File: src/rtl/modulo_capture_buffer.sv
// Up/down modulo counter that captures data_in into a circular FIFO on every wrap,
// with registered read port, level/full/empty flags and a sticky overflow flag.
module modulo_capture_buffer #(
  parameter int MODULO    = 10,
  parameter int WIDTH     = 4,
  parameter int DATA_W    = 8,
  parameter int DEPTH     = 16,
  parameter int OVERWRITE = 0,
  localparam int ADDR_W   = $clog2(DEPTH)
) (
  input  logic              clk,
  input  logic              rst_n,
  input  logic              en,
  input  logic              up_dn,
  input  logic              clr,
  output logic [WIDTH-1:0]  count,
  output logic              tick,
  input  logic [DATA_W-1:0] data_in,
  input  logic              rd_en,
  output logic [DATA_W-1:0] rd_data,
  output logic              rd_valid,
  output logic [ADDR_W:0]   level,
  output logic              full,
  output logic              empty,
  output logic              overflow
);

  localparam logic [WIDTH-1:0] LAST     = WIDTH'(MODULO - 1);
  localparam logic [ADDR_W:0]  LVL_FULL = (ADDR_W + 1)'(DEPTH);

  logic [WIDTH-1:0]  count_q, count_d;
  logic              tick_q, tick_d;
  logic [ADDR_W-1:0] wr_ptr_q, wr_ptr_d;
  logic [ADDR_W-1:0] rd_ptr_q, rd_ptr_d;
  logic [ADDR_W:0]   level_q, level_d;
  logic              full_q, full_d;
  logic              empty_q, empty_d;
  logic              ovf_q, ovf_d;
  logic              rd_valid_q, rd_valid_d;
  logic [DATA_W-1:0] rd_data_q, rd_data_d;
  logic [DATA_W-1:0] mem_q [DEPTH];

  logic [WIDTH-1:0]  terminal;
  logic              wrap, do_rd, full_blk, do_wr, ovw, mem_we;

  always_comb begin
    terminal = up_dn ? LAST : '0;
    wrap     = en && (count_q == terminal);
    do_rd    = rd_en && !empty_q;
    // A same-cycle read frees a slot, so a full buffer only blocks when nothing is read.
    full_blk = full_q && !do_rd;
    do_wr    = wrap && (!full_blk || (OVERWRITE != 0));
    ovw      = wrap && full_blk && (OVERWRITE != 0);
    mem_we   = do_wr && !clr;

    count_d    = count_q;
    tick_d     = tick_q;
    wr_ptr_d   = wr_ptr_q;
    rd_ptr_d   = rd_ptr_q;
    level_d    = level_q;
    full_d     = full_q;
    empty_d    = empty_q;
    ovf_d      = ovf_q;
    rd_valid_d = 1'b0;
    rd_data_d  = rd_data_q;

    if (clr) begin
      count_d  = '0;
      tick_d   = 1'b0;
      wr_ptr_d = '0;
      rd_ptr_d = '0;
      level_d  = '0;
      full_d   = 1'b0;
      empty_d  = 1'b1;
      ovf_d    = 1'b0;
    end else begin
      tick_d = wrap;
      if (en) begin
        if (wrap)       count_d = up_dn ? '0 : LAST;
        else if (up_dn) count_d = count_q + 1'b1;
        else            count_d = count_q - 1'b1;
      end
      if (do_wr)        wr_ptr_d = wr_ptr_q + 1'b1;
      if (do_rd || ovw) rd_ptr_d = rd_ptr_q + 1'b1;
      if (wrap && full_blk) ovf_d = 1'b1;
      if (do_rd) begin
        rd_valid_d = 1'b1;
        rd_data_d  = mem_q[rd_ptr_q];
      end
      level_d = level_q + (ADDR_W + 1)'(do_wr && !ovw) - (ADDR_W + 1)'(do_rd);
      full_d  = (level_d == LVL_FULL);
      empty_d = (level_d == '0);
    end
  end

  always_ff @(posedge clk or negedge rst_n) begin
    if (!rst_n) begin
      count_q    <= '0;
      tick_q     <= 1'b0;
      wr_ptr_q   <= '0;
      rd_ptr_q   <= '0;
      level_q    <= '0;
      full_q     <= 1'b0;
      empty_q    <= 1'b1;
      ovf_q      <= 1'b0;
      rd_valid_q <= 1'b0;
      rd_data_q  <= '0;
    end else begin
      count_q    <= count_d;
      tick_q     <= tick_d;
      wr_ptr_q   <= wr_ptr_d;
      rd_ptr_q   <= rd_ptr_d;
      level_q    <= level_d;
      full_q     <= full_d;
      empty_q    <= empty_d;
      ovf_q      <= ovf_d;
      rd_valid_q <= rd_valid_d;
      rd_data_q  <= rd_data_d;
    end
  end

  always_ff @(posedge clk) begin
    if (mem_we) mem_q[wr_ptr_q] <= data_in;
  end

  assign count    = count_q;
  assign tick     = tick_q;
  assign rd_data  = rd_data_q;
  assign rd_valid = rd_valid_q;
  assign level    = level_q;
  assign full     = full_q;
  assign empty    = empty_q;
  assign overflow = ovf_q;

endmodule

File: config.mk
export PLATFORM = sky130hd
export DESIGN_NAME = modulo_capture_buffer
export DESIGN_NICKNAME = d
export VERILOG_FILES = /design/src/rtl/modulo_capture_buffer.sv
export SDC_FILE = /design/constraint.sdc
export NUM_CORES = 1
export LEC_CHECK = 0
export ABC_CLOCK_PERIOD_IN_PS = 3000
export CORE_MARGIN = 4
export CORE_UTILIZATION = 50
export CTS_CLUSTER_DIAMETER = 80
export CTS_CLUSTER_SIZE = 30
export DETAILED_ROUTE_END_ITERATION = 10
export PLACE_DENSITY = 0.71
export SKIP_LAST_GASP = 1
export SYNTH_ARGS = -nofsm -noshare
export SYNTH_HDL_FRONTEND = slang
export SYNTH_SLANG_ARGS = --single-unit
File: constraint.sdc
create_clock -name clk -period 3 [get_ports clk]
set_input_delay 0.6 -clock clk [delete_from_list [all_inputs] [get_ports clk]]
set_output_delay 0.6 -clock clk [all_outputs]
set_load 0.01 [all_outputs]
# == After elaboration in Yosys (flattened, before gate mapping) ==
# Memory sizes are Yosys's and may differ from the RTL's. A register that Yosys moved wholly into a read port is not among the register bits.
# Cells that the tools add are included.
# classes
n_addsub,6
eq_ne,2
mux,20
bitwise_logic,1
n_reduce_logical,17
# ops
cell,count
two-way mux 4 bit,10
"adder 4 x 1 -> 4 bit, second input constant",3
two-way mux 1 bit,9
nonzero test 2 bit,4
logical AND 1 bit,6
adder 5 x 1 -> 5 bit,1
"== test 5 bit, second input constant",1
logical NOT 1 bit,5
logical NOT 5 bit,1
two-way mux 5 bit,1
subtractor 5 x 1 -> 5 bit,1
== test 4 bit,1
"subtractor 4 x 1 -> 4 bit, second input constant",1
AND reduction 2 bit,1
NOT 1 bit,1
# totals
ff_bits,22
ramBits,128
input_bits,14
output_inout_bits,22
wordCells,56
memories,1
# memory_table
name,depth,width,read_ports,rd_clocked_by_memory_dff,write_ports,line,source
mem_q,16,8,1,1,1,41,logic [DATA_W-1:0] mem_q [DEPTH];

# == Logic depth before layout (Yosys ltp) ==
# Gate-level depths: netlist of run 1.
# logic_depth
ltp_word,10
depth_mapped,12
ltp_nobuf,11

# == Worst setup path after synthesis of run 1 ==
# No wires, ideal clock.
# synth_path
kind,in2reg
startpoint,input en
endpoint,register full_q (netlist: full)
setup_ns,0.100
t_arrival_ns,3.101
required_time_ns,2.900
setup_slack_ns,-0.201
path_stages,11
path_buffers,1
cell_sequence,buf_4 or3b_4 a221oi_4 inv_1 ha_1 inv_1 ha_1 fa_1 xor2_1 or3_1 nor4bb_1
# synth_between
elab_chain_len,6
# synth_rtl
element,line,source
from (decl),13,"input logic en,"
logical AND 1 bit,48,wrap = en && (count_q == terminal);
logical AND 1 bit,52,do_wr = wrap && (!full_blk || (OVERWRITE != 0));
adder 5 x 1 -> 5 bit,90,level_d = level_q + (ADDR_W + 1)'(do_wr && !ovw) - (ADDR_W + 1)'(do_rd);
subtractor 5 x 1 -> 5 bit,90,
== test 5 bit,91,full_d = (level_d == LVL_FULL);
two-way mux 1 bit,67,if (clr) begin
via full_d,36,"logic full_q, full_d;"
to (signal assigned),114,full_q <= full_d;
to (decl),36,
# The timed path passes the listed nets, and every way through them passes these cells.
# A chain may end at the register's enable or synchronous reset.

# == Worst setup path in the final report of run 1 ==
# layout_path
startpoint,register count_q[3] (netlist: count[3])
endpoint,register empty_q (netlist: empty)
# layout_between
elab_chain_len,7
# layout_rtl
element,line,source
from (decl),31,"logic [WIDTH-1:0] count_q, count_d;"
from (signal assigned),109,count_q <= count_d;
== test 4 bit,48,
logical AND 1 bit,48,
logical AND 1 bit,52,
adder 5 x 1 -> 5 bit,90,
subtractor 5 x 1 -> 5 bit,90,
logical NOT 5 bit,92,empty_d = (level_d == '0);
two-way mux 1 bit,67,
via empty_d,37,"logic empty_q, empty_d;"
to (signal assigned),115,empty_q <= empty_d;
to (decl),37,
# The timed path passes the listed nets, and every way through them passes these cells.

==> results of run 1 <==
-- final cells by class --
| type | instances | area (um2) |
|---|---|---|
| Clock buffer | 17 | 425.4 |
| Clock inverter | 15 | 160.2 |
| Multi-Input combinational cell | 173 | 1903 |
| Timing Repair Buffer | 80 | 685.7 |
| Tap cell | 172 | 215.2 |
| Inverter | 14 | 52.55 |
| Sequential cell | 158 | 4598 |
| Fill cell | 893 | 4785 |
-- layout by cell type (no fill, tap or decap), types with 2 or more instances in the layout --
master,n
edfxtp_1,128
dfrtp_1,27
buf_4,45
or3_4,2
dfrtp_2,2
clkbuf_16,17
nand2_1,9
nand3_1,7
xor2_1,5
mux4_2,8
clkdlybuf4s50_1,32
dlygate4sd2_1,2
clkinv_2,2
mux4_1,24
bufinv_16,2
nor2b_1,2
nor2_1,22
inv_1,13
nor3_1,9
and2_1,2
clkinvlp_4,3
o22ai_1,9
a21o_1,5
mux2_2,9
a21oi_1,15
mux2i_1,9
inv_6,4
xnor2_1,5
ha_1,11
clkinv_4,2
-- logic make-up (layout without fill, tap and decap cells) --
family | count (synthesis) | count (layout)
xor+xnor | 11 | 11
compound gates | 36 | 36
simple gates | 62 | 62
flops | 158 | 158
buf+inv | 28 | 126
mux | 50 | 50
fa+ha+maj | 14 | 14
-- layer usage --
layer  up-vias  wire, um
li1       1597         -
met1      1855      5772
met2       112      6747
met3        15       729
met4         0       202
met5         -         0
-- metrics by stage --
stage	util, %	total power (uW)	area, um2	cells
after floorplan	-	3349	6666	359
after global placement	57.61	3819	7388	593
after detailed placement	57.61	3854	7388	593
after CTS	62.15	5974	7970	625
after global routing	62.69	6329	8040	629
final	62.69	6066	8040	629
-- cells in the mapped netlist, types with 2 or more instances --
cell type / number
a21o_1: 5
a21oi_1: 16
and2_1: 2
buf_4: 2
buf_6: 7
clkbuf_8: 2
dfrtp_1: 29
edfxtp_1: 128
fa_1: 2
ha_1: 12
inv_1: 14
mux2_2: 9
mux2i_1: 9
mux4_1: 24
mux4_2: 8
nand2_1: 9
nand3_1: 7
nor2_1: 22
nor2b_1: 2
nor3_1: 9
o22ai_1: 9
xnor2_1: 5
xor2_1: 6
-- worst reg2reg max path, delay by kind of cell (launching register included) --
kind	cells	cell delay [ns]
DFF	1	0.43
AOI/OAI and AO/OA	4	0.79
adders and majority gates	3	0.82
and+or+nand+nor	1	0.36
xor gates and xnor gates	1	0.24
buffers and inverters	2	0.13
-- state kept, by name, indices dropped and copies added, names as in the netlist --
signal,cells
rd_ptr_q,4
rd_valid,1
tick,1
wr_ptr_q,4
full,1
count,4
level,5
empty,1
overflow,1
rd_data,8
mem_q,128
-- path summary, 6_finish.rpt --
check / startpoint / end / slack [ns] / depth (start not counted)
hold reg to reg: overflow / overflow / 0.53 / 2
hold / removal: overflow / overflow / 0.53 / 2
setup / recovery: count[3] / empty / 0.16 / 11
max in group asynchronous: rst_n / empty / 2.09 / 2
min in group asynchronous: rst_n / count[2] / 0.58 / 2
setup reg to reg: count[3] / empty / 0.16 / 11
-- where the power goes --
| group | leakage, uW | internal [uW] | total [uW] | switching [uW] |
|---|---|---|---|---|
| combinational | 0.00103 | 749 | 1330 | 578 |
| clock | 0.000280 | 1240 | 2130 | 889 |
| sequential | 0.00153 | 2490 | 2610 | 124 |
| total | 0.00284 | 4470 | 6070 | 1590 |
-- what timing repair did --
action	CTS	global route
gates resized for setup	3	8
pin swaps	6	6
setup endpoints to repair	1	1
buffers inserted	0	4
==> results.sh, run 1 <==
export IMPL_status="completed"
export IMPL_synth_simple_gate_area_share_pct=4.741
export IMPL_cp_slowest_cell="dfrtp_2"
export IMPL_grt_usage_pct=19.25
export IMPL_num_rows=41
export IMPL_yosysTopAreaCell="edfxtp_1"
export IMPL_drt_pass1_iter_count=7
export IMPL_dieHeight_um=123.3
export IMPL_irDropWorstVdd_uv=452.0
export IMPL_async_reset_ff_share_pct=18.99
export IMPL_die_w_um=123.3
export IMPL_vias=3579
export IMPL_cp_arrival_ns=3.21
export IMPL_worstPathRequired_ns=3.36
export IMPL_powerDensity_nw_per_um2=754.4
export IMPL_busiest_layer="met2"
export IMPL_synth_mux_area_share_pct=15.07
export IMPL_yosys_area_top_type_share_pct=57.80
export IMPL_cp_buffers_inverters=2
export IMPL_synth_avg_cell_area_um2=18.52
export IMPL_dieArea_um2=15210
export IMPL_grt_start_max_net_pins=34
export IMPL_area_growth_pct=20.90
export IMPL_clock_path_buffers=2
export IMPL_synth_seq_area_share_pct=69.11
export IMPL_synth_nets=387
export IMPL_coreArea_um2=12820
export IMPL_synth_edff_count=128
export IMPL_synth_top_family_by_area="multiplexers"
export IMPL_drt_initial_drc_count=315
export IMPL_synth_compound_area_share_pct=3.801
export IMPL_layout_nets=472
export IMPL_wl_per_cell_um=21.38
export IMPL_clock_sinks=158
export IMPL_slowest_delay_ns=0.43
export IMPL_grt_util_met2_pct=30.78
export IMPL_cts_hold_buf=0
export IMPL_crit_family="adder cells"
export IMPL_cts_buffers=17
export IMPL_cp_max_fo=4
export IMPL_worstSkewPairLatency_ns=0.42
export IMPL_fmax_ghz=0.3515
export IMPL_diodes=0
export IMPL_drt_total_wl_mm=13.45
export IMPL_synth_area_um2=6650
export IMPL_slew_headroom_pct=36.70
export IMPL_yosys_area_share_xor_xnor_pct=1.449
export IMPL_setup_tns_ns=0
export IMPL_max_cap_violations=0
export IMPL_worst_pin_slew_ns=0.9495
export IMPL_criticalPathCategory="flop to flop"
export IMPL_path_cells="or3_4 -> a221oi_4 -> inv_1 -> ha_1 -> inv_2 -> ha_4 -> fa_2 -> a21o_1 -> a21oi_2 -> xnor2_1 -> a31o_2"
export IMPL_drive_gt1_share_pct=24.29
export IMPL_ys_flop_type="edfxtp_1"
export IMPL_h_tree_depth=4
export IMPL_setup_violations=0
export IMPL_critPathLaunchType="flop"
export IMPL_antenna_found_initial=0
export IMPL_endpoint_kind="flop"
export IMPL_root_buffer="clkbuf_16"
export IMPL_dp_final_hpwl_mm=8.629
export IMPL_gp_congestion=0.8423
export IMPL_syn_instance_count=359
export IMPL_min_period_ns=2.845
export IMPL_finalMaxSlewViolations=0
export IMPL_leakage_uw=0.002837
export IMPL_cts_tree="yes"
export IMPL_avgViaCountPerCell=5.690
export IMPL_synth_area_leaders="edfxtp_1 (58%), dfrtp_1 (11%), mux4_1 (9.5%)"
export IMPL_synth_cell_types=44
export IMPL_num_io_pins=36
export IMPL_final_setup_worst_slack_ns=0.1553
export IMPL_ys_ff_latch=158
export IMPL_initial_utilization_pct=51.85
export IMPL_ant_nets=0
export IMPL_hold_viol=0
export IMPL_whs_ns=0.5255
export IMPL_grt_overflow_total=0
export IMPL_grt_pass1_wl_mm=20.98
export IMPL_pre_cts_slack_ns=-0.5431
export IMPL_drc=0
export IMPL_grt_util_met1_pct=26.08
export IMPL_io_buffers=35
export IMPL_yosys_warnings=0
export IMPL_synthAdderAreaFrac_pct=2.860
export IMPL_grt_pass1_vias=3693
export IMPL_clk_pin_slew_ns=0.06
export IMPL_use_met3_pct=4.392
export IMPL_hold_path_class="flop to flop"
export IMPL_period_share_pct=94.82
export IMPL_finClkSkew_ns=0.009952
Note: power is estimated with default switching activity, not from simulation.
==> run 2: changes to the inputs <==
--- a/config.mk
+++ b/config.mk
@@ -5,13 +5,11 @@
 export SDC_FILE = /design/constraint.sdc
 export NUM_CORES = 1
 export LEC_CHECK = 0
-export ABC_CLOCK_PERIOD_IN_PS = 3000
 export CORE_MARGIN = 4
-export CORE_UTILIZATION = 50
+export CORE_UTILIZATION = 35
 export CTS_CLUSTER_DIAMETER = 80
 export CTS_CLUSTER_SIZE = 30
 export DETAILED_ROUTE_END_ITERATION = 10
-export PLACE_DENSITY = 0.71
 export SKIP_LAST_GASP = 1
 export SYNTH_ARGS = -nofsm -noshare
 export SYNTH_HDL_FRONTEND = slang
==> run 2 against run 1 <==
  * Core utilization fell by 20 points
  * Non-clock buffer count fell by 10
  * Via count fell by 2.6%
  * Clock skew fell by 0.00096 ns
  * Critical path depth did not move
  * Wire length fell by 0.35%
  * Global-route usage fell by 6.4 points
  * Sequential share of layout area fell by 0.19 points
  * Critical path type is now primary input to flop
  * Highest routed layer unchanged
==> results.sh, run 2 (synthesis gave the netlist of run 1 again) <==
export IMPL_pre_cts_slack_ns=-0.4821
export IMPL_final_common_cell="edfxtp_1"
export IMPL_dieArea_um2=21270
export IMPL_finalMaxSlewViolations=0
export IMPL_dp_final_hpwl_mm=8.358
export IMPL_worstPathRequired_ns=3.32
export IMPL_avgViaCountPerCell=5.119
export IMPL_clock_path_buffers=2
export IMPL_wl_per_cell_um=19.68
export IMPL_coreArea_um2=18710
export IMPL_min_period_ns=2.898
export IMPL_gp_congestion=0.7507
export IMPL_num_rows=50
export IMPL_setup_violations=0
export IMPL_die_w_um=145.8
export IMPL_hold_path_class="flop to flop"
export IMPL_drt_pass1_iter_count=4
export IMPL_ant_nets=0
export IMPL_regMostFlops="mem_q"
export IMPL_cts_hold_buf=0
export IMPL_cts_buffers=17
export IMPL_cp_arrival_ns=3.21
export IMPL_drc=0
export IMPL_layout_nets=462
export IMPL_finClkSkew_ns=0.008990
export IMPL_initial_utilization_pct=35.55
export IMPL_cp_slowest_cell="or3_4"
export IMPL_vias=3486
export IMPL_max_cap_violations=0
export IMPL_status="completed"
export IMPL_grt_usage_pct=12.82
export IMPL_diodes=0
export IMPL_grt_pass1_vias=3636
export IMPL_cts_tree="yes"
export IMPL_cp_max_fo=2
export IMPL_hold_viol=0
export IMPL_h_tree_depth=4
export IMPL_setup_tns_ns=0
export IMPL_worst_pin_slew_ns=0.5845
export IMPL_irDropWorstVdd_uv=591.8
export IMPL_area_growth_pct=21.34
export IMPL_dieHeight_um=145.8
export IMPL_antenna_found_initial=0
export IMPL_num_io_pins=36
export IMPL_slowest_delay_ns=0.39
export IMPL_period_share_pct=96.59
export IMPL_clk_pin_slew_ns=0.07
export IMPL_leakage_uw=0.002800
export IMPL_r2r_cells=10
export IMPL_worstSkewPairLatency_ns=0.42
export IMPL_worstHoldPathCells=2
export IMPL_largest_reg_flops=128
export IMPL_io_buffers=35
export IMPL_endpoint_kind="flop"
export IMPL_critPathLaunchType="primary input"
export IMPL_root_buffer="clkbuf_16"
export IMPL_drt_total_wl_mm=13.40
export IMPL_slew_headroom_pct=60.73
export IMPL_fmax_ghz=0.3451
export IMPL_criticalPathCategory="primary input to flop"
export IMPL_final_setup_worst_slack_ns=0.1024
export IMPL_grt_start_max_net_pins=36
export IMPL_clock_sinks=158
export IMPL_grt_pass1_wl_mm=20.61
export IMPL_drive_gt1_share_pct=23.04
export IMPL_drt_initial_drc_count=202
export IMPL_grt_overflow_total=0
export IMPL_path_cells="dlygate4sd2_1 -> or3_4 -> a221oi_4 -> inv_2 -> ha_4 -> inv_2 -> ha_4 -> fa_2 -> xor2_2 -> or3_1 -> nor4bb_1"
export IMPL_mostFrequentLayoutCells="edfxtp_1 (128), buf_4 (34), clkdlybuf4s50_1 (32)"
export IMPL_powerDensity_nw_per_um2=741.3
-- run 2: timing repair --
action | in CTS | in global routing
pin swaps | 4 | 5
endpoints found under the setup margin | 1 | 2
cloned | 0 | 0
setup buffers | 1 | 1
resized for setup | 2 | 8
-- run 2: area by class of cell --
cell class / count / area (um2)
clock inverters: 15 / 173.9
fillers: 1625 / 10640
multi-input cells: 173 / 1896
well taps: 234 / 292.8
repair buffers: 70 / 629.4
inverters: 14 / 52.55
clock buffers: 17 / 425.4
flip-flops and latches: 158 / 4599
-- run 2: worst max-delay path, delay by kind of cell --
kind | cells | cell delay (ns)
and+or+nand+nor | 3 | 1.02
adders and majority gates | 3 | 0.79
AOI/OAI and AO/OA | 1 | 0.28
xor gates and xnor gates | 1 | 0.16
buffers and inverters | 3 | 0.37
-- run 2: path summary, 6_finish.rpt --
kind / slack [ns] / startpoint / to
worst min register to register: 0.50 / overflow / overflow
worst max register to register: 0.12 / count[3] / full
worst min-delay path: 0.50 / overflow / overflow
max in group asynchronous: 2.07 / rst_n / empty
worst max-delay path: 0.10 / up_dn / full
min in group asynchronous: 0.59 / rst_n / count[1]
-- run 2: routing by layer --
metal	share of wire, %	global-route usage [%]	up-vias	wire, um
met5	0	0	-	0
li1	-	-	1584	-
met2	49	21.31	77	6572
met3	4.7	3.644	8	626
met4	0.74	3.086	0	99
met1	46	16.76	1817	6106
-- run 2: report_power, final --
part           switching (uW)  internal (uW)
clock network             958           1190
registers                 106           2490
logic                     564            673
-- run 2: stage by stage --
| step | hold slack [ns] | power, uW | std cells | area (um2) | util [%] |
|---|---|---|---|---|---|
| global route | 0.5515 | 6251 | 681 | 8069 | 43.14 |
| detailed placement | 0.4968 | 3827 | 647 | 7418 | 39.66 |
| finish | 0.5024 | 5982 | 681 | 8069 | 43.14 |
| CTS | 0.5127 | 5996 | 680 | 8034 | 42.95 |
| floorplan | 0.3044 | 3349 | 359 | 6666 | - |
| global placement | 0.4880 | 3794 | 647 | 7418 | 39.66 |
==> run 3: changes to the inputs <==
--- a/config.mk
+++ b/config.mk
@@ -7,9 +7,11 @@
 export LEC_CHECK = 0
 export CORE_MARGIN = 4
 export CORE_UTILIZATION = 35
-export CTS_CLUSTER_DIAMETER = 80
+export CTS_CLUSTER_DIAMETER = 40
 export CTS_CLUSTER_SIZE = 30
 export DETAILED_ROUTE_END_ITERATION = 10
+export HOLD_SLACK_MARGIN = 0.1
+export SETUP_SLACK_MARGIN = 0.3
 export SKIP_LAST_GASP = 1
 export SYNTH_ARGS = -nofsm -noshare
 export SYNTH_HDL_FRONTEND = slang
==> run 3 against run 2 <==
  * Hold slack gained 0.0086 ns
  * Clock skew fell by 0.0032 ns
  * Combinational power increased by 6%
  * Critical path type is now flop to flop
  * Largest power group unchanged
==> results.sh, run 3 (synthesis gave the netlist of run 1 again) <==
export IMPL_slew_headroom_pct=61.49
export IMPL_hold_path_class="flop to flop"
export IMPL_ant_nets=0
export IMPL_pre_cts_slack_ns=-0.5642
export IMPL_worstHoldPathCells=2
export IMPL_h_tree_depth=4
export IMPL_final_common_cell="edfxtp_1"
export IMPL_finalMaxSlewViolations=0
export IMPL_cts_tree="yes"
export IMPL_setup_violations=0
export IMPL_rsz0062_at_grt="yes"
export IMPL_num_rows=50
export IMPL_powerDensity_nw_per_um2=738.2
export IMPL_ff2ff_setup_slack_ns=0.14
export IMPL_layout_nets=466
export IMPL_dp_final_hpwl_mm=8.842
export IMPL_layout_cells_non_filler=684
export IMPL_hold_path_end="overflow"
export IMPL_min_period_ns=2.860
export IMPL_cts_buffers=17
export IMPL_reg2reg_to="full"
export IMPL_slowest_delay_ns=0.45
export IMPL_grt_pass1_wl_mm=20.90
export IMPL_leakage_uw=0.002808
export IMPL_period_share_pct=95.32
export IMPL_clock_sinks=158
export IMPL_drt_total_wl_mm=13.55
export IMPL_max_cap_violations=0
export IMPL_clk_pin_slew_ns=0.06
export IMPL_clock_path_buffers=2
export IMPL_crit_family="simple AND/OR/NAND/NOR gates"
export IMPL_cp_max_fo=3
export IMPL_final_setup_worst_slack_ns=0.1403
export IMPL_grt_usage_pct=13.18
export IMPL_fmax_ghz=0.3497
export IMPL_mostFrequentLayoutCells="edfxtp_1 (128), buf_4 (38), clkdlybuf4s50_1 (32)"
export IMPL_vias=3486
export IMPL_antenna_found_initial=0
export IMPL_largest_reg_flops=128
export IMPL_gp_congestion=0.7737
export IMPL_critPathLaunchType="flop"
export IMPL_initial_utilization_pct=35.55
export IMPL_min_delay_start="overflow"
export IMPL_coreArea_um2=18710
export IMPL_r2r_start="count[0]"
export IMPL_avgViaCountPerCell=5.096
export IMPL_status="completed"
export IMPL_area_growth_pct=20.79
export IMPL_grt_start_max_net_pins=35
export IMPL_drive_gt1_share_pct=22.67
export IMPL_regMostFlops="mem_q"
export IMPL_num_io_pins=36
export IMPL_r2r_cells=9
export IMPL_wl_per_cell_um=19.81
export IMPL_hold_viol=0
export IMPL_worstSkewPairLatency_ns=0.42
export IMPL_cp_arrival_ns=3.18
export IMPL_finClkSkew_ns=0.005798
export IMPL_cp_buffers_inverters=2
export IMPL_dieHeight_um=145.8
export IMPL_io_buffers=35
export IMPL_root_buffer="clkbuf_16"
export IMPL_worst_pin_slew_ns=0.5733
export IMPL_drc=0
export IMPL_worstPathRequired_ns=3.32
export IMPL_drt_pass1_iter_count=5
export IMPL_drt_initial_drc_count=218
export IMPL_die_w_um=145.8
export IMPL_dieArea_um2=21270
export IMPL_criticalPathCategory="flop to flop"
export IMPL_placed_cells=649
export IMPL_diodes=0
export IMPL_grt_overflow_total=0
export IMPL_grt_pass1_vias=3673
export IMPL_endpoint_kind="flop"
export IMPL_path_cells="or3_4 -> a221oi_4 -> inv_1 -> ha_1 -> inv_1 -> ha_2 -> fa_2 -> or3_4 -> nor4bb_4"
export IMPL_cp_slowest_cell="fa_2"
export IMPL_irDropWorstVdd_uv=414.4
==> run 3: cell count changes in the layout (fill, tap and decap cells not counted), moves of 2 or more <==
cell and delta:
inv_2 -2, buf_4 +4, dlymetal6s2s_1 -2, clkinv_8 -2, clkinvlp_4 -2, inv_1 +2, ha_4 -2, clkinv_2 +4
inv_8 -4
==> run 3: repair_timing <==
item                                    in CTS  in global routing
resized for setup                            5                  4
setup buffers                                3                  1
hold buffers                                 0                  0
endpoints found under the setup margin       5                  3
pin swaps                                    6                  5
==> run 3: worst max-delay path by stage <==
stage	from	to	slack [ns]	depth (start not counted)
final	count[0]	full	0.14	9
after global routing	count[0]	full	0.04	9
after CTS	count[0]	full	0.1	9
after detailed placement	en	full	-0.56	10
after global placement	en	full	-0.45	10
after floorplan	en	full	-0.12	10
==> run 3: cell type report <==
class	count	area, um2
clock buffer	18	429.2
fill	1612	10670
tap	234	292.8
sequential	158	4598
multi-input combinational	173	1893
inverter	14	52.55
clock inverter	13	113.9
timing repair buffer	74	653.1
==> run 3: per-stage QoR <==
step	setup TNS [ns]	power [uW]	util, %	instance area (um2)	hold WS, ns
finish	0	5930	42.94	8033	0.5110
global route	0	6214	42.94	8033	0.5318
CTS	0	5895	42.76	7998	0.5070
detailed placement	-1.739	3877	39.74	7433	0.4925
global placement	-1.309	3823	39.74	7433	0.4860
floorplan	-0.1365	3349	-	6666	0.3044
==> run 3: routing by layer <==
metal  track usage (%)  wire length (um)
met1             16.84              6229
met4             3.704                93
met5                 0                 0
met2             21.82              6672
met3             4.080               552
==> run 3: worst register-to-register path, stage by stage, from the launching register on <==
cell and delay [ns]:
dfrtp_1 0.38, or3_4 0.41, a221oi_4 0.25, inv_1 0.08
ha_1 0.27, inv_1 0.07, ha_2 0.18, fa_2 0.45
or3_4 0.41, nor4bb_4 0.27
==> run 3: power breakdown <==
part	switching [uW]	internal [uW]
Sequential	115	2490
Clock	859	1140
Combinational	599	724
